**src/rtl/npu_sigmoid_router_fifo.sv**
```systemverilog
// Routes sigmoid-unit results into one of two independent FWFT FIFOs:
// the sigmoid feedback FIFO (dest=0) and the output FIFO (dest=1).
// A write to a full FIFO without a same-cycle read is dropped and latches
// the sticky overflow flag.
module npu_sigmoid_router_fifo #(
    parameter int unsigned SFIFO_DEPTH = 8,
    parameter int unsigned OFIFO_DEPTH = 16
) (
    input  logic                           CLK,
    input  logic                           npu_rst_n,
    input  logic                           npu_sched_sigmoid_valid,
    input  logic                           npu_sched_sigmoid_dest,
    input  logic [15:0]                    npu_sigmoid_dout,
    input  logic                           npu_sfifo_rd_en,
    input  logic                           npu_ofifo_rd_en,
    output logic [15:0]                    npu_sfifo_dout,
    output logic [15:0]                    npu_ofifo_dout,
    output logic                           npu_sfifo_empty,
    output logic                           npu_sfifo_full,
    output logic                           npu_ofifo_empty,
    output logic                           npu_ofifo_full,
    output logic [$clog2(OFIFO_DEPTH):0]   npu_ofifo_count,
    output logic                           npu_router_overflow
);

    localparam int unsigned SAW = $clog2(SFIFO_DEPTH);
    localparam int unsigned SCW = SAW + 1;
    localparam int unsigned OAW = $clog2(OFIFO_DEPTH);
    localparam int unsigned OCW = OAW + 1;

    logic           p1_valid_q, p1_dest_q;
    logic           overflow_q, overflow_d;

    logic [15:0]    s_mem [SFIFO_DEPTH];
    logic [SAW-1:0] s_wr_ptr_q, s_rd_ptr_q;
    logic [SCW-1:0] s_cnt_q, s_cnt_d;
    logic           s_wr_req, s_wr_acc, s_rd_acc;

    logic [15:0]    o_mem [OFIFO_DEPTH];
    logic [OAW-1:0] o_wr_ptr_q, o_rd_ptr_q;
    logic [OCW-1:0] o_cnt_q, o_cnt_d;
    logic           o_wr_req, o_wr_acc, o_rd_acc;

    // Status flags and FWFT head data, all derived from registered state
    always_comb begin
        npu_sfifo_empty     = (s_cnt_q == '0);
        npu_sfifo_full      = (s_cnt_q == SCW'(SFIFO_DEPTH));
        npu_ofifo_empty     = (o_cnt_q == '0);
        npu_ofifo_full      = (o_cnt_q == OCW'(OFIFO_DEPTH));
        npu_sfifo_dout      = npu_sfifo_empty ? 16'h0000 : s_mem[s_rd_ptr_q];
        npu_ofifo_dout      = npu_ofifo_empty ? 16'h0000 : o_mem[o_rd_ptr_q];
        npu_ofifo_count     = o_cnt_q;
        npu_router_overflow = overflow_q;
    end

    // Write/read acceptance; a full FIFO still accepts a write when it is read
    always_comb begin
        s_wr_req   = p1_valid_q & ~p1_dest_q;
        o_wr_req   = p1_valid_q & p1_dest_q;
        s_rd_acc   = npu_sfifo_rd_en & ~npu_sfifo_empty;
        o_rd_acc   = npu_ofifo_rd_en & ~npu_ofifo_empty;
        s_wr_acc   = s_wr_req & (~npu_sfifo_full | npu_sfifo_rd_en);
        o_wr_acc   = o_wr_req & (~npu_ofifo_full | npu_ofifo_rd_en);
        s_cnt_d    = s_cnt_q + SCW'(s_wr_acc) - SCW'(s_rd_acc);
        o_cnt_d    = o_cnt_q + OCW'(o_wr_acc) - OCW'(o_rd_acc);
        overflow_d = overflow_q
                   | (s_wr_req & npu_sfifo_full & ~npu_sfifo_rd_en)
                   | (o_wr_req & npu_ofifo_full & ~npu_ofifo_rd_en);
    end

    // Alignment stage, pointers, counts and sticky overflow
    always_ff @(posedge CLK or negedge npu_rst_n) begin
        if (!npu_rst_n) begin
            p1_valid_q <= 1'b0;
            p1_dest_q  <= 1'b0;
            overflow_q <= 1'b0;
            s_wr_ptr_q <= '0;
            s_rd_ptr_q <= '0;
            s_cnt_q    <= '0;
            o_wr_ptr_q <= '0;
            o_rd_ptr_q <= '0;
            o_cnt_q    <= '0;
        end else begin
            p1_valid_q <= npu_sched_sigmoid_valid;
            p1_dest_q  <= npu_sched_sigmoid_dest;
            overflow_q <= overflow_d;
            s_cnt_q    <= s_cnt_d;
            o_cnt_q    <= o_cnt_d;
            if (s_wr_acc) s_wr_ptr_q <= s_wr_ptr_q + SAW'(1);
            if (s_rd_acc) s_rd_ptr_q <= s_rd_ptr_q + SAW'(1);
            if (o_wr_acc) o_wr_ptr_q <= o_wr_ptr_q + OAW'(1);
            if (o_rd_acc) o_rd_ptr_q <= o_rd_ptr_q + OAW'(1);
        end
    end

    // Storage arrays; left unreset because head data is masked while empty
    always_ff @(posedge CLK) begin
        if (s_wr_acc) s_mem[s_wr_ptr_q] <= npu_sigmoid_dout;
        if (o_wr_acc) o_mem[o_wr_ptr_q] <= npu_sigmoid_dout;
    end

endmodule

```
**config.mk**
```make
export PLATFORM = sky130hd
export DESIGN_NAME = npu_sigmoid_router_fifo
export DESIGN_NICKNAME = d
export VERILOG_FILES = /design/src/rtl/npu_sigmoid_router_fifo.sv
export SDC_FILE = /design/constraint.sdc
export NUM_CORES = 1
export LEC_CHECK = 0
export BUFFER_PORTS_ARGS = -buffer_cell sky130_fd_sc_hd__buf_4
export CAP_MARGIN = 20
export CORE_ASPECT_RATIO = 0.5
export CORE_MARGIN = 3
export CORE_UTILIZATION = 30
export CTS_CLUSTER_DIAMETER = 200
export CTS_CLUSTER_SIZE = 16
export DETAILED_ROUTE_END_ITERATION = 8
export PLACE_DENSITY = 0.48
export SLEW_MARGIN = 40
export SYNTH_ARGS = -nofsm -noshare
export SYNTH_HDL_FRONTEND = slang
export SYNTH_SLANG_ARGS = --single-unit
```
**constraint.sdc**
```tcl
create_clock -name CLK -period 4.5 [get_ports CLK]
set_clock_uncertainty 0.05 [all_clocks]
set_input_delay 0.9 -clock CLK [delete_from_list [all_inputs] [get_ports CLK]]
set_output_delay 0.9 -clock CLK [all_outputs]
set_load 0.05 [all_outputs]
```
==> results of run 1 <==
## stage by stage
stage | std cells | setup WS (ns) | util [%] | cell area (um^2)
CTS | 1589 | 0.233 | 35.1 | 18400
floorplan | 776 | 0.550 | - | 16200
global route | 1589 | 0.136 | 35.1 | 18400
global placement | 1536 | 0.875 | 33.5 | 17600
detailed placement | 1536 | 0.858 | 33.5 | 17600
finish | 1590 | 0.357 | 35.1 | 18400
## registers in the layout, indices dropped and copies added, names as in the netlist
| register | flops |
|---|---|
| o_mem | 256 |
| s_mem | 128 |
| npu_ofifo_count | 5 |
| o_rd_ptr_q | 4 |
| o_wr_ptr_q | 4 |
| s_cnt_q | 4 |
| s_rd_ptr_q | 3 |
| s_wr_ptr_q | 3 |
| npu_router_overflow | 1 |
| p1_dest_q | 1 |
| p1_valid_q | 1 |
## path summary, 6_finish.rpt
| check | cells past startpoint | slack, ns | to | from |
|---|---|---|---|---|
| min reg2reg | 1 | 0.48 | s_wr_ptr_q[0] | s_wr_ptr_q[0] |
| max reg2reg | 15 | 1.54 | npu_ofifo_count[4] | npu_ofifo_count[2] |
| min in group CLK | 1 | 0.39 | p1_dest_q | npu_sched_sigmoid_dest |
| max in group asynchronous | 1 | 3.90 | o_rd_ptr_q[1] | npu_rst_n |
| min | 1 | 0.20 | o_rd_ptr_q[3] | npu_rst_n |
| max | 6 | 0.36 | npu_ofifo_dout[0] | o_rd_ptr_q[1] |
## metal layers
metal  share of wire (%)  vias to the layer above
met5                   0                        -
met4                 2.0                        0
met3                 3.9                       47
met2                  48                      138
met1                  46                     3991
li1                    -                     3274
## placed cells by master (no fill, tap or decap), types with 3 or more instances in the layout
master,n
xnor2_1,10
buf_4,92
clkbuf_16,29
and3_2,9
nor2b_1,3
ha_1,19
nand2b_1,3
inv_1,53
dfrtp_1,22
a21oi_1,4
xor2_1,6
edfxtp_1,384
mux4_2,96
and3_1,7
nor2_1,25
mux2i_1,16
nand2_1,25
o221ai_1,13
clkbuf_1,23
o221ai_2,3
dfrtp_2,3
mux2_2,19
## final cells by class
| cell class | count | area [um^2] |
|---|---|---|
| well taps | 701 | 877 |
| fillers | 4929 | 34100 |
| diodes | 1 | 2.50 |
| clock buffers | 52 | 812 |
| multi-input cells | 279 | 3630 |
| inverters | 53 | 199 |
| flip-flops and latches | 410 | 12200 |
| clock inverters | 1 | 8.76 |
| repair buffers | 93 | 711 |
## critical path, stage by stage, from the launching register on
cell and delay (ns):
dfrtp_4 0.86, buf_4 0.35, mux4_2 0.53, mux2_2 0.27, nand2_1 0.06, o221ai_1 0.22, buf_4 0.29
## logic make-up after synthesis
kind of cell | Yosys count | synth area share [%]
flops | 410 | 75.4
mux | 131 | 15.7
buf+inv | 87 | 2.27
simple gates | 85 | 2.69
compound gates | 26 | 1.35
fa+ha+maj | 21 | 1.72
xor+xnor | 16 | 0.867
## power groups by stage
stage / Sequential [uW] / Combinational [uW] / Clock (uW)
2_1_floorplan: 4800 / 3380 / 0
3_3_place_gp: 5000 / 4590 / 0
3_5_place_dp: 5020 / 4620 / 0
4_1_cts: 4930 / 4630 / 2530
5_1_grt: 4970 / 4860 / 2680
6_report: 4910 / 4540 / 2450
==> flow_metrics.py, run 1 <==
metrics = {
    "global_route": {
        "grt.busiest_layer": "met2",
        "grt_pass1_vias": 7790,
        "grt_use_total_pct": 12.6,
        "grt_first_pass_wirelength_um": 53000,
        "met3_usage_pct": 1.79,
        "grt_max_degree": 36,
        "grt_use_met1_pct": 17.8,
        "gr-usage-met2_pct": 21.0,
        "grt-ovfl-total": 0,
        "grt_antenna_before_repair": 1,
    },
    "power": {
        "combPwrFrac_pct": 38.2,
        "p_per_area_nw_per_um2": 645,
        "p_sw_share_pct": 36.6,
        "seq_power_share_pct": 41.2,
        "p_leak_uw": 0.00616,
        "power_switching_uw": 4350,
        "ir_worst_vdd_uv": 322,
        "clkPwrFrac_pct": 20.6,
        "power_uw": 11900,
        "p_int_uw": 7550,
    },
    "die": {
        "coreArea_um2": 52600,
        "io_pins": 64,
        "die_w_um": 334,
        "rows": 59,
        "die_h_um": 170,
        "die_area_um2": 56800,
        "start_util_pct": 30.7,
    },
    "yosys": {
        "syn_area_um2": 16200,
        "synth-seq-area-share_pct": 75.4,
        "synth.distinct_cells": 37,
        "ys_async_sr_fraction_pct": 6.34,
        "synth_edf_count": 384,
        "synth_area_leaders": "edfxtp_1, mux4_2, dfrtp_1, ha_1, mux2_2",
        "synth_nets": 819,
        "yosysWarnings": 0,
        "synth-main-ff-cell": "edfxtp_1",
        "synthMostInstantiatedCell": "edfxtp_1",
        "synth_cells": 776,
        "synth_top_area_share_pct": 71.4,
        "synth_area_leader_cell": "edfxtp_1",
        "syn_area_per_cell_um2": 20.8,
        "synthTopCellsByCount": "edfxtp_1, mux4_2, inv_1",
        "synth-seq-cells": 410,
    },
    "setup_path": {
        "crit_path_end_kind": "output pin",
        "cp.arrival_ns": 3.19,
        "worstPathRequired_ns": 3.55,
        "worstSetupStartpointType": "register",
        "path_max_fanout": 35,
        "worst-setup-path-type": "reg2out",
    },
    "clocking": {
        "cts_root_buf": "clkbuf_16",
        "insertion_delay_ns": 0.57,
        "cts_htree_levels": 1,
        "cts_tree": "built",
        "cts_sinks": 410,
        "cts_resized": 0,
        "clkTransAtPathRegs_ns": 0.08,
        "cts_setup_buffers": 0,
        "cts_buffer_depth": 3,
        "cts_buffers": 29,
        "cts_hold_buffers": 0,
    },
    "route": {
        "first_iter_violations": 615,
        "routed_wl_um": 35700,
        "final_antenna_net_count": 0,
        "viasPerCell": 4.69,
        "vias": 7450,
        "route.detailed.drc": 0,
        "detail_route.wl_per_cell_um": 22.4,
        "drt_first_pass_iters": 5,
    },
    "job": {
        "drv_cap": 0,
    },
    "placement": {
        "io_buffers": 63,
        "hpwl_um": 21000,
        "place.gp.congestion": 0.777,
    },
    "timing": {
        "rsz0062_at_grt": "no",
        "finalCritPeriodShare_pct": 92.1,
        "hold_slack_ns": 0.197,
        "slew_headroom_pct": 48.6,
        "drv_slew": 0,
        "tightest_slew_ns": 0.768,
        "hold_violations": 0,
        "max_freq_mhz": 241,
        "setup_viol": 0,
        "setup-tns-final_ns": 0,
        "period_minus_slack_ns": 4.14,
    },
    "cells_and_area": {
        "drive_above_1_share_pct": 29.3,
        "nets": 909,
        "area_growth_pct": 14.1,
    },
    "hold_path": {
        "hold_path.class": "in2async",
    },
    "status": {
        "status": "completed",
    },
}
Note: power is estimated with default switching activity, not from simulation.
==> inputs of run 2 (changes only) <==
--- a/config.mk
+++ b/config.mk
@@ -8,12 +8,13 @@
 export BUFFER_PORTS_ARGS = -buffer_cell sky130_fd_sc_hd__buf_4
 export CAP_MARGIN = 20
 export CORE_ASPECT_RATIO = 0.5
-export CORE_MARGIN = 3
+export CORE_MARGIN = 2
 export CORE_UTILIZATION = 30
 export CTS_CLUSTER_DIAMETER = 200
 export CTS_CLUSTER_SIZE = 16
 export DETAILED_ROUTE_END_ITERATION = 8
 export PLACE_DENSITY = 0.48
+export REMOVE_ABC_BUFFERS = 1
 export SLEW_MARGIN = 40
 export SYNTH_ARGS = -nofsm -noshare
 export SYNTH_HDL_FRONTEND = slang
==> run 2 against run 1 <==
Clock-buffer cell count did not move. Register-to-register slack barely moved. Cell area rose by 0.29%. Critical path depth did not move. Highest routed layer unchanged.
==> flow_metrics.py, run 2 (synthesis results as in run 1) <==
metrics = {
    "route": {
        "detail_route.wl_per_cell_um": 21.9,
        "viasPerCell": 4.61,
        "routed_wl_um": 35200,
        "route.detailed.drc": 0,
        "drt_first_pass_iters": 5,
        "first_iter_violations": 575,
        "vias": 7396,
        "final_antenna_net_count": 0,
    },
    "clocking": {
        "cts_setup_buffers": 0,
        "cts_buffers": 29,
        "cts_sinks": 410,
        "cts_root_buf": "clkbuf_16",
        "clkTransAtPathRegs_ns": 0.07,
        "cts_resized": 0,
        "cts_htree_levels": 1,
        "cts_hold_buffers": 0,
        "cts_tree": "built",
        "insertion_delay_ns": 0.56,
        "cts_buffer_depth": 3,
    },
    "setup_path": {
        "path_max_fanout": 22,
        "cp_slowest_cell": "dfrtp_4",
        "crit_path_end_kind": "output pin",
        "worstSetupStartpointType": "register",
        "cp_num_buf_inv": 2,
        "worst-setup-path-type": "reg2out",
        "cpMostUsedCell": "buf_4",
        "cp_slowest_stage_delay_ns": 0.71,
        "path_cells": "buf_4 > mux4_2 > mux2_2 > nand2_1 > o221ai_1 > buf_4",
        "critPathTopFamily": "multiplexers",
        "cp.arrival_ns": 2.97,
        "worstPathRequired_ns": 3.55,
    },
    "timing": {
        "setup-tns-final_ns": 0,
        "period_minus_slack_ns": 3.92,
        "hold_slack_ns": 0.212,
        "max_freq_mhz": 255,
        "drv_slew": 0,
        "setup_ws_ns": 0.581,
        "rsz0062_at_grt": "no",
        "finalCritPeriodShare_pct": 87.1,
        "hold_violations": 0,
        "slew_headroom_pct": 49.6,
        "setup_viol": 0,
        "tightest_slew_ns": 0.745,
    },
    "cells_and_area": {
        "seq_area_um2": 12200,
        "drive_above_1_share_pct": 29.4,
        "top_register": "o_mem",
        "fin_area_um2": 18500,
        "n_fill_cell": 5032,
        "largest_reg_flops": 256,
        "area_growth_pct": 14.4,
        "multi_input_comb_area_um2": 3630,
        "nets": 912,
        "final_common_cell": "edfxtp_1",
        "final_cell_mix": "edfxtp_1, mux4_2, buf_4",
    },
    "placement": {
        "place_area_um2": 17700,
        "io_buffers": 63,
        "dp_slack_ns": 1.10,
        "hpwl_um": 20500,
        "place.gp.congestion": 0.686,
    },
    "die": {
        "coreArea_um2": 53500,
        "die_h_um": 168,
        "rows": 60,
        "die_area_um2": 55800,
        "die_w_um": 332,
        "io_pins": 64,
        "start_util_pct": 30.2,
    },
    "global_route": {
        "grt_max_degree": 52,
        "grt_first_pass_wirelength_um": 52200,
        "grt_pass1_vias": 7919,
        "grt-ovfl-total": 0,
        "grt_use_total_pct": 12.7,
        "grt_antenna_before_repair": 0,
    },
    "status": {
        "status": "completed",
    },
    "power": {
        "p_leak_uw": 0.00618,
        "power_uw": 11800,
        "ir_worst_vdd_uv": 297,
        "p_per_area_nw_per_um2": 639,
    },
    "job": {
        "drv_cap": 0,
    },
    "hold_path": {
        "hold_path.class": "in2async",
    },
}
[run 2: cell count changes in the layout (fill, tap and decap cells not counted)]
cell,delta
buf_4,+2
and3_1,+1
and3_2,-1
buf_12,+1
dfrtp_1,+1
dfrtp_2,-1
nor3b_1,-1
nor3b_2,+1
[run 2: area by class of cell]
cell class	instances	share of cell area, %
Antenna cell	1	0.0135
Sequential cell	410	66.0
Tap cell	713	4.83
Timing Repair Buffer	96	4.04
Multi-Input combinational cell	279	19.6
Inverter	53	1.08
Clock inverter	1	0.0474
Clock buffer	52	4.39
[run 2: layer usage]
| metal | track usage, % | vias up | part of all wire, % |
|---|---|---|---|
| li1 | - | 3287 | - |
| met1 | 17.9 | 3961 | 47 |
| met2 | 21.2 | 108 | 48 |
| met3 | 1.82 | 40 | 3.3 |
| met4 | 2.25 | 0 | 1.6 |
| met5 | 0 | - | 0 |
[run 2: path summary, 6_finish.rpt]
path                                   startpoint                   to  slack, ns  depth (start not counted)
setup / recovery                    o_rd_ptr_q[1]    npu_ofifo_dout[0]       0.58                          6
hold reg to reg               npu_router_overflow  npu_router_overflow       0.45                          2
setup reg to reg               npu_ofifo_count[3]   npu_ofifo_count[4]       1.53                         15
max in group asynchronous               npu_rst_n        s_rd_ptr_q[0]       3.87                          1
hold / removal                          npu_rst_n   npu_ofifo_count[0]       0.21                          1
min in group CLK           npu_sched_sigmoid_dest            p1_dest_q       0.39                          1
[run 2: through the flow]
step	util [%]	cells
global route	34.6	1604
detailed placement	33.0	1551
global placement	33.0	1551
floorplan	-	742
CTS	34.6	1604
finish	34.6	1605
[run 2: power by group]
part,internal [uW],switching (uW),leakage [uW]
logic,1840,2800,0.00203
registers,4500,243,0.00377
clock network,1220,1220,0.000389
